<file path="src/rtl/sprite_pkg.sv">
// sprite_pkg: shared colour type, fixed 8-entry palette and screen constants.
package sprite_pkg;
  localparam int H_RES = 640;
  localparam int V_RES = 480;
  typedef struct packed {
    logic [3:0] r;
    logic [3:0] g;
    logic [3:0] b;
  } rgb444_t;
  localparam rgb444_t [0:7] PALETTE = {
    12'h000, 12'hf00, 12'h0f0, 12'h00f, 12'hff0, 12'h0ff, 12'hf0f, 12'hfff
  };
  function automatic rgb444_t pal_lookup(input logic [2:0] i);
    return PALETTE[i];
  endfunction
endpackage

</file>
<file path="src/rtl/sprite_frame_rom.sv">
// sprite_frame_rom: synchronous-read texel ROM; contents are a fixed address-derived pattern.
module sprite_frame_rom #(
  parameter int DEPTH = 2304,
  parameter int IDX_W = 3,
  parameter int AW = DEPTH > 1 ? $clog2(DEPTH) : 1
) (
  input  logic             clk,
  input  logic [AW-1:0]    addr,
  output logic [IDX_W-1:0] data
);
  always_ff @(posedge clk) data <= IDX_W'(addr ^ (addr >> 4));
endmodule

</file>
<file path="src/rtl/sprite_anim_engine.sv">
// sprite_anim_engine: tear-free scaled animated sprite renderer, 3-cycle pixel pipeline.
// Define SPRITE_MIRROR_EN to honour the mirror port; otherwise it is ignored.
module sprite_anim_engine
  import sprite_pkg::*;
#(
  parameter int SPR_W = 24,
  parameter int SPR_H = 24,
  parameter int FRAMES = 4,
  parameter int SCALE_SH = 1,
  parameter int IDX_W = 3,
  parameter int HOLD = 8,
  parameter int FW = FRAMES > 1 ? $clog2(FRAMES) : 1
) (
  input  logic          vga_clk,
  input  logic          Reset,
  input  logic [9:0]    DrawX,
  input  logic [9:0]    DrawY,
  input  logic          blank,
  input  logic          frame_start,
  input  logic [9:0]    pos_x,
  input  logic [9:0]    pos_y,
  input  logic          mirror,
  input  logic          anim_en,
  output logic [3:0]    red,
  output logic [3:0]    green,
  output logic [3:0]    blue,
  output logic          hit,
  output logic [FW-1:0] frame_idx
);
  localparam int PIX = SPR_W * SPR_H;
  localparam int DEPTH = FRAMES * PIX;
  localparam int AW = DEPTH > 1 ? $clog2(DEPTH) : 1;
  localparam int CW = HOLD > 1 ? $clog2(HOLD) : 1;
  logic [9:0] sx, sy;
  logic [CW-1:0] cnt;
  logic [10:0] dx, dy, tx, ty, tx_eff;
  logic in_box, vld1, vld2, opaque;
  logic [AW-1:0] addr, addr_c;
  logic [IDX_W-1:0] idx;
  rgb444_t col;
  // 11-bit differences cannot wrap once the >= guards hold, so edges clip cleanly
  assign dx = {1'b0, DrawX} - {1'b0, sx};
  assign dy = {1'b0, DrawY} - {1'b0, sy};
  assign in_box = DrawX >= sx && DrawY >= sy &&
                  dx < 11'(SPR_W << SCALE_SH) && dy < 11'(SPR_H << SCALE_SH);
  assign tx = dx >> SCALE_SH;
  assign ty = dy >> SCALE_SH;
`ifdef SPRITE_MIRROR_EN
  logic smir;
  always_ff @(posedge vga_clk) smir <= Reset ? 1'b0 : frame_start ? mirror : smir;
  assign tx_eff = smir ? 11'(SPR_W - 1) - tx : tx;
`else
  logic unused_mirror;
  assign unused_mirror = mirror;
  assign tx_eff = tx;
`endif
  assign addr_c = AW'(32'(frame_idx) * PIX + 32'(ty) * SPR_W + 32'(tx_eff));
  sprite_frame_rom #(.DEPTH(DEPTH), .IDX_W(IDX_W), .AW(AW)) u_rom (
    .clk(vga_clk), .addr(addr), .data(idx)
  );
  assign col = pal_lookup(3'(idx));
  assign opaque = vld2 && idx != '0;
  always_ff @(posedge vga_clk) begin
    if (Reset) begin
      sx <= '0;
      sy <= '0;
      cnt <= '0;
      frame_idx <= '0;
      vld1 <= 1'b0;
      vld2 <= 1'b0;
      addr <= '0;
      hit <= 1'b0;
      {red, green, blue} <= '0;
    end else begin
      if (frame_start) begin
        sx <= pos_x;
        sy <= pos_y;
        if (anim_en) begin
          cnt <= cnt == CW'(HOLD - 1) ? '0 : cnt + 1'b1;
          if (cnt == CW'(HOLD - 1))
            frame_idx <= frame_idx == FW'(FRAMES - 1) ? '0 : frame_idx + 1'b1;
        end
      end
      vld1 <= in_box && blank;
      addr <= addr_c;
      vld2 <= vld1;
      hit <= opaque;
      {red, green, blue} <= opaque ? col : '0;
    end
  end
endmodule

</file>
<file path="config.mk">
export PLATFORM = sky130hd
export DESIGN_NAME = sprite_anim_engine
export DESIGN_NICKNAME = d
export VERILOG_FILES = /design/src/rtl/sprite_pkg.sv /design/src/rtl/sprite_frame_rom.sv /design/src/rtl/sprite_anim_engine.sv
export SDC_FILE = /design/constraint.sdc
export NUM_CORES = 1
export LEC_CHECK = 0
export CAP_MARGIN = 20
export CORE_MARGIN = 4
export CORE_UTILIZATION = 40
export DETAILED_ROUTE_END_ITERATION = 16
export PLACE_DENSITY = 0.67
export REMOVE_ABC_BUFFERS = 1
export SLEW_MARGIN = 20
export SYNTH_ARGS = -nofsm -noshare
export SYNTH_HDL_FRONTEND = slang
export SYNTH_SLANG_ARGS = --single-unit
</file>
<file path="constraint.sdc">
create_clock -name vga_clk -period 5.6 [get_ports vga_clk]
set_input_delay 1.12 -clock vga_clk [delete_from_list [all_inputs] [get_ports vga_clk]]
set_output_delay 1.12 -clock vga_clk [all_outputs]
set_load 0.01 [all_outputs]
</file>
==> metrics.md, run 1 <==
| Metric | Value |
|---|---|
| Status | completed |
| Post-synthesis mux area share | 9.39% |
| Setup WS pre-CTS | 0.658 ns |
| Yosys top cell area share | 31.0% |
| Finished Layout Cells | 421 |
| Seq/Total Area, Yosys | 31.0% |
| Pint | 0.639 mW |
| Synth Area in Simple Gates | 16.1% |
| First-pass GRT wire length | 8.53 mm |
| Compound-cell area share of the yosys netlist | 13.0% |
| Cells after synthesis | 291 |
| Fin. max-slew vios | 0 |
| CP required | 5.77 ns |
| Sequential Area | 801 sq um |
| DP Cell Count | 413 |
| WL final | 4.93 mm |
| Number of synthesized flops with an enable pin | 0 |
| Post-synthesis adder-cell area fraction | 16.2% |
| Total CTS buffers | 5 |
| GRT Util Overall | 13.5% |
| Mean Syn Cell Area | 8.89 sq um |
| Worst slew pin tran | 0.399 ns |
| Final setup vio count | 0 |
| Peak VDD IR | 0.170 mV |
| CP Class | primary input to flip-flop |
| Placed cell area | 3190 sq um |
| Final period utilization | 82.0% |
| Initial Util | 41.0% |
| Worst EP arrival | 4.76 ns |
| RSZ-0062 raised after global routing | false |
| CTS Buffer Depth | 2 |
| Worst min path class | flip-flop to flip-flop |
| Part of the power in registers | 37.9% |
| Per-cell routed wire length | 11.7 um |
| Largest cells by area after synthesis | dfxtp_1 (31%), ha_1 (13%), mux2i_1 (8.5%) |
| Initial antenna violation count | 0 |
| Die W | 88.4 um |
| Port Buf Inserts | 59 |
| Synth Area in XOR/XNOR | 6.29% |
| IO Pins | 61 |
| Async set-reset flop share out of synthesis | 0% |
| Vias in the first global route | 2022 |
| Skew final | 0.00532 ns |
| Setup WS post-layout | 1.01 ns |
| Synthesized area | 2590 sq um |
| Clock network power share | 28.8% |
| Vias | 2077 |
| Clock Latency Late Sink | 0.29 ns |
| Final Wtd Congestion | 0.769 |
| Net switching power | 0.252 mW |
| Post-DP HPWL | 3.79 mm |
| Site Rows | 29 |
| Die height | 88.4 um |
| Clk Tree Root Cell | clkbuf_8 |
| Vias per inst | 4.93 |
| Most common cell in the netlist | dfxtp_1 |
| Area Overhead vs Synth | 28.4% |
| Final nets | 420 |
| Period minus WS final | 4.59 ns |
| Slew HR | 73.4% |
| Peak Freq | 218 MHz |
| Largest net degree at the start of global routing | 35 |
| CTS tree | built |
| Layout fillers | 612 |
| Synth top cells by count | dfxtp_1 (40), nor2_1 (35), inv_1 (31) |
| Final hold vios | 0 |
| Antenna viol nets, final | 0 |
| Hold-fix buffers, CTS | 0 |
| Worst-path clk slew | 0.07 ns |
| Sum of negative setup slack | 0 ns |
| Leak | 1.42 nW |
| Layout Utilization | 52.6% |
| Worst Setup End Kind | flip-flop |
| Core area | 6310 sq um |
| Post-route cell area | 3320 sq um |
| Synth Register Bits | 40 |
| CP max FO | 3 |
| Synth area leader | dfxtp_1 |
| DR pass1 iterations | 5 |
| Gate power share | 33.4% |
| Main combinational cell family by area after synthesis | adder cells |
| DIE AREA | 7820 sq um |
| Synth warnings | 0 |
| PostCTS Resize Cnt | 0 |
| Max Cap Viol | 0 |
| Crit path launch type | primary input |
| Residual DRC count | 0 |
| Most used DFF post-synth | dfxtp_1 |
| Postcts setup bufs | 0 |
| Area of the multi-input gates | 1580 sq um |
| CTS Sinks | 40 |
| Total grt overflow | 0 |
| Post-synth cell types | 41 |
| Initial drt markers | 31 |
| H-tree Lvls | 2 |
| Sw frac | 28.2% |
| # diodes | 0 |
| PD cells | 268 nW/um^2 |
| Layout cells sized above 1 | 4.94% |
==> registers in the layout, summed over array words and instances, names as in the netlist <==
signal,count
sy,10
cnt,3
u_rom.data,3
addr,6
sx,10
blue,1
hit,1
red,1
vld1,1
vld2,1
green,1
frame_idx,2
==> cell families (layout without fill, tap and decap cells) <==
logic type	count (synthesis)	count (layout)
compound gates	47	47
flops	40	40
mux	24	24
fa+ha+maj	31	31
buf+inv	47	100
simple gates	85	85
xor+xnor	17	17
==> layout by cell type, fill, tap and decap left out, types with 9 or more instances in the layout <==
master           synthesis  routed
inv_1                   31      31
mux2i_1                 22      22
nor2b_1                 11      11
o21ai_0                  9       9
clkdlybuf4s50_1          0      59
nand2_1                 10      10
xnor2_1                 12      12
nor2_1                  35      35
ha_1                    27      27
a21oi_1                 11      11
dfxtp_1                 40      40
==> critical path, cell delays in order <==
cell and delay [ns]:
clkdlybuf4s50_1 0.45, inv_1 0.04, ha_1 0.22, fa_1 0.37
and2b_1 0.24, o211ai_1 0.14, and4_1 0.22, nor3_1 0.28
inv_1 0.08, ha_1 0.32, fa_1 0.43, xnor2_1 0.18
xnor2_1 0.15, xnor3_1 0.25, xnor2_1 0.13, nor2b_1 0.13
==> metal layers <==
metal / GRT usage [%] / up-vias / wire length [um]
li1: - / 1085 / -
met1: 16.1 / 943 / 2310
met2: 23.9 / 43 / 2290
met3: 2.89 / 6 / 266
met4: 4.67 / 0 / 61
met5: 0 / - / 0
==> per-stage QoR <==
stage          hold WS, ns  total power [mW]
2_1_floorplan        0.406             0.561
3_3_place_gp         0.409             0.637
3_5_place_dp         0.411             0.642
4_1_cts              0.420             0.906
5_1_grt              0.436             0.966
6_report             0.419             0.890
==> cell type report <==
type | count | share of cell area (%)
inverter | 31 | 3.50
clock buffer | 7 | 2.90
tap | 77 | 2.90
timing repair buffer | 61 | 18.2
sequential | 40 | 24.1
multi-input combinational | 204 | 47.4
clock inverter | 1 | 0.904
==> power by group through the flow <==
stage	sequential [mW]	combinational, mW	clock [mW]
after floorplan	0.341	0.220	0
after global placement	0.343	0.294	0
final	0.337	0.297	0.256
after detailed placement	0.345	0.298	0
after CTS	0.338	0.302	0.266
after global routing	0.343	0.343	0.280
==> worst paths after layout <==
| path | startpoint | endpoint | slack [ns] | cells past startpoint |
|---|---|---|---|---|
| worst max-delay path | DrawX[0] | addr[6] | 1.01 | 16 |
| worst min-delay path | addr[0] | u_rom.data[0] | 0.42 | 1 |
| worst max register to register | sy[0] | addr[6] | 1.98 | 15 |
| worst min register to register | addr[0] | u_rom.data[0] | 0.42 | 1 |
Note: power is estimated with default switching activity, not from simulation.
==> run 2, diff against run 1 <==
==> constraint.sdc (replaced) <==
create_clock -name vga_clk -period 4.65 [get_ports vga_clk]
set_input_delay 0.93 -clock vga_clk [delete_from_list [all_inputs] [get_ports vga_clk]]
set_output_delay 0.93 -clock vga_clk [all_outputs]
set_load 0.01 [all_outputs]
==> metrics.md, run 2 (synthesis gave the netlist of run 1 again) <==
| Metric | Value |
|---|---|
| Peak Freq | 229 MHz |
| IO Pins | 61 (unchanged) |
| Layout fillers | 624 (+2.0%) |
| PostCTS Resize Cnt | 0 (unchanged) |
| Final period utilization | 93.8% |
| Vias | 2071 (-0.29%) |
| DP Cell Count | 418 (+1.2%) |
| Total grt overflow | 0 (unchanged) |
| # diodes | 0 (unchanged) |
| Area of the multi-input gates | 1580 sq um (unchanged) |
| Worst-path cell chain | clkdlybuf4s50_1, inv_1, ha_1, inv_1, fa_1, xor2_1, ha_1, inv_1, fa_1, inv_1, ha_1, fa_1, xnor2_1, xnor2_1, xnor3_1, xnor2_1, nor2b_1 |
| Initial antenna violation count | 0 (unchanged) |
| DR pass1 iterations | 4 (-1) |
| DIE AREA | 7820 sq um (unchanged) |
| Worst-path clk slew | 0.08 ns (about the same) |
| Antenna viol nets, final | 0 (unchanged) |
| Finished Layout Cells | 426 (+1.2%) |
| Worst EP arrival | 4.54 ns (-0.22 ns) |
| Placed cell area | 3230 sq um (+1.2%) |
| Status | completed |
| H-tree Lvls | 2 (unchanged) |
| Period minus WS final | 4.36 ns |
| Critical path's largest stage delay | 0.48 ns (+0.03 ns) |
| Post-DP HPWL | 4.02 mm (+6.2%) |
| Hold-fix buffers, CTS | 0 (unchanged) |
| Initial drt markers | 32 (+3.2%) |
| Largest net degree at the start of global routing | 35 (unchanged) |
| CP Class | primary input to flip-flop |
| Net switching power | 0.308 mW (+23%) |
| Commonest non-fill, non-tap cell in the layout | clkdlybuf4s50_1 |
| Pint | 0.760 mW (+19%) |
| Core area | 6310 sq um (unchanged) |
| Layout cells sized above 1 | 6.30% (+1.4 points) |
| CTS Sinks | 40 (unchanged) |
| Sw frac | 28.8% (+0.60 points) |
| Die height | 88.4 um (unchanged) |
| Cell mode on critical path | inv_1 |
| Final hold vios | 0 (unchanged) |
| Bufs and invs on worst path | 5 (+2) |
| Biggest regs | sx (10), sy (10), addr (6) |
| Site Rows | 29 (unchanged) |
| Gate power share | 34.0% (+0.6 points) |
| CP delay by family, top | adder cells |
| Slew HR | 38.8% (-35 points) |
| Port Buf Inserts | 59 (unchanged) |
| Final Wtd Congestion | 0.780 (+1.4%) |
| Total CTS buffers | 5 (unchanged) |
| Grt met3 use | 2.70% (-0.19 points) |
| CP max FO | 2 (-1) |
| Per-cell routed wire length | 11.8 um (+1.1%) |
| Crit path launch type | primary input |
| Final nets | 425 (+1.2%) |
| Post-route cell area | 3350 sq um (+0.98%) |
| GR Util met2 | 22.9% (-1.0 points) |
| Fin. max-slew vios | 0 (unchanged) |
| GRT Util Overall | 13.6% (+0.080 points) |
| CP required | 4.83 ns (-0.94 ns) |
| Max Cap Viol | 0 (unchanged) |
| Layout Utilization | 53.1% (+0.52 points) |
| Worst path slowest cell | fa_1 |
| Sum of negative setup slack | 0 ns (unchanged) |
| Residual DRC count | 0 (unchanged) |
| Initial Util | 41.0% (unchanged) |
| Most frequent cells in the layout | clkdlybuf4s50_1 (59), dfxtp_1 (40), nor2_1 (35) |
| Die W | 88.4 um (unchanged) |
| Worst min path class | flip-flop to flip-flop |
| Power Total | 1.07 mW (+20%) |
| Sequential Area | 801 sq um (unchanged) |
| Clock network power share | 28.0% (-0.8 points) |
| Worst slew pin tran | 0.916 ns (+0.517 ns) |
| Clock Latency Late Sink | 0.29 ns (about the same) |
| Vias per inst | 4.86 (-1.5%) |
| RSZ-0062 raised after global routing | false |
| Worst Setup End Kind | flip-flop |
| CTS tree | built |
| CTS Buffer Depth | 2 (unchanged) |
| Grt peak-use layer | met2 |
| Vias in the first global route | 1975 (-2.3%) |
| Postcts setup bufs | 0 (unchanged) |
| Clk Tree Root Cell | clkbuf_8 |
| Leak | 1.44 nW (+1.5%) |
| Final setup vio count | 0 (unchanged) |
| Peak VDD IR | 0.149 mV (-12%) |
| PD cells | 319 nW/um^2 (+19%) |
| Skew final | 0.00298 ns (-0.00234 ns) |
| Area Overhead vs Synth | 29.7% |
| Met1 usage | 16.9% (+0.80 points) |
| Part of the power in registers | 38.0% (about the same) |
| WL final | 5.04 mm (+2.3%) |
| First-pass GRT wire length | 8.38 mm (-1.7%) |
[run 2: worst register-to-register path, stage by stage, from the launching register on]
cell and delay (ns):
dfxtp_1 0.35, ha_1 0.17, inv_1 0.05, fa_1 0.39, xor2_1 0.23, ha_1 0.17
inv_1 0.04, fa_1 0.48, inv_1 0.05, ha_1 0.29, fa_1 0.44, xnor2_1 0.20
xnor2_1 0.15, xnor3_1 0.25, xnor2_1 0.13, nor2b_1 0.13
[run 2: area by class of cell]
cell class | count | area share [%]
multi-input cells | 204 | 47.0
repair buffers | 66 | 19.2
clock buffers | 6 | 2.46
clock inverters | 2 | 1.16
inverters | 31 | 3.47
flip-flops and latches | 40 | 23.9
well taps | 77 | 2.87
[run 2: final timing paths]
kind / startpoint / endpoint / slack [ns] / cells past startpoint
max reg2reg: sy[0] / addr[6] / 1.01 / 15
min reg2reg: addr[2] / u_rom.data[2] / 0.43 / 1
min: addr[2] / u_rom.data[2] / 0.43 / 1
max: DrawY[0] / addr[6] / 0.29 / 17
[run 2: metal layers]
metal / routed length, um / vias to the layer above / share of wire [%]
met2: 2400 / 45 / 47
met1: 2320 / 925 / 46
li1: - / 1096 / -
met4: 62 / 0 / 1.2
met3: 267 / 5 / 5.3
met5: 0 / - / 0
[run 2: power by group through the flow]
stage / combinational, mW / sequential, mW / clock [mW]
after floorplan: 0.265 / 0.410 / 0
after global placement: 0.361 / 0.413 / 0
after detailed placement: 0.367 / 0.415 / 0
after CTS: 0.370 / 0.407 / 0.313
after global routing: 0.412 / 0.412 / 0.324
final: 0.363 / 0.406 / 0.299
[run 2: per-stage QoR]
step / hold slack (ns) / setup slack (ns)
after detailed placement: 0.419 / -0.0510
final: 0.426 / 0.287
after global routing: 0.435 / 0.111
after global placement: 0.408 / 0.0180
after floorplan: 0.406 / 0.579
after CTS: 0.425 / 0.259
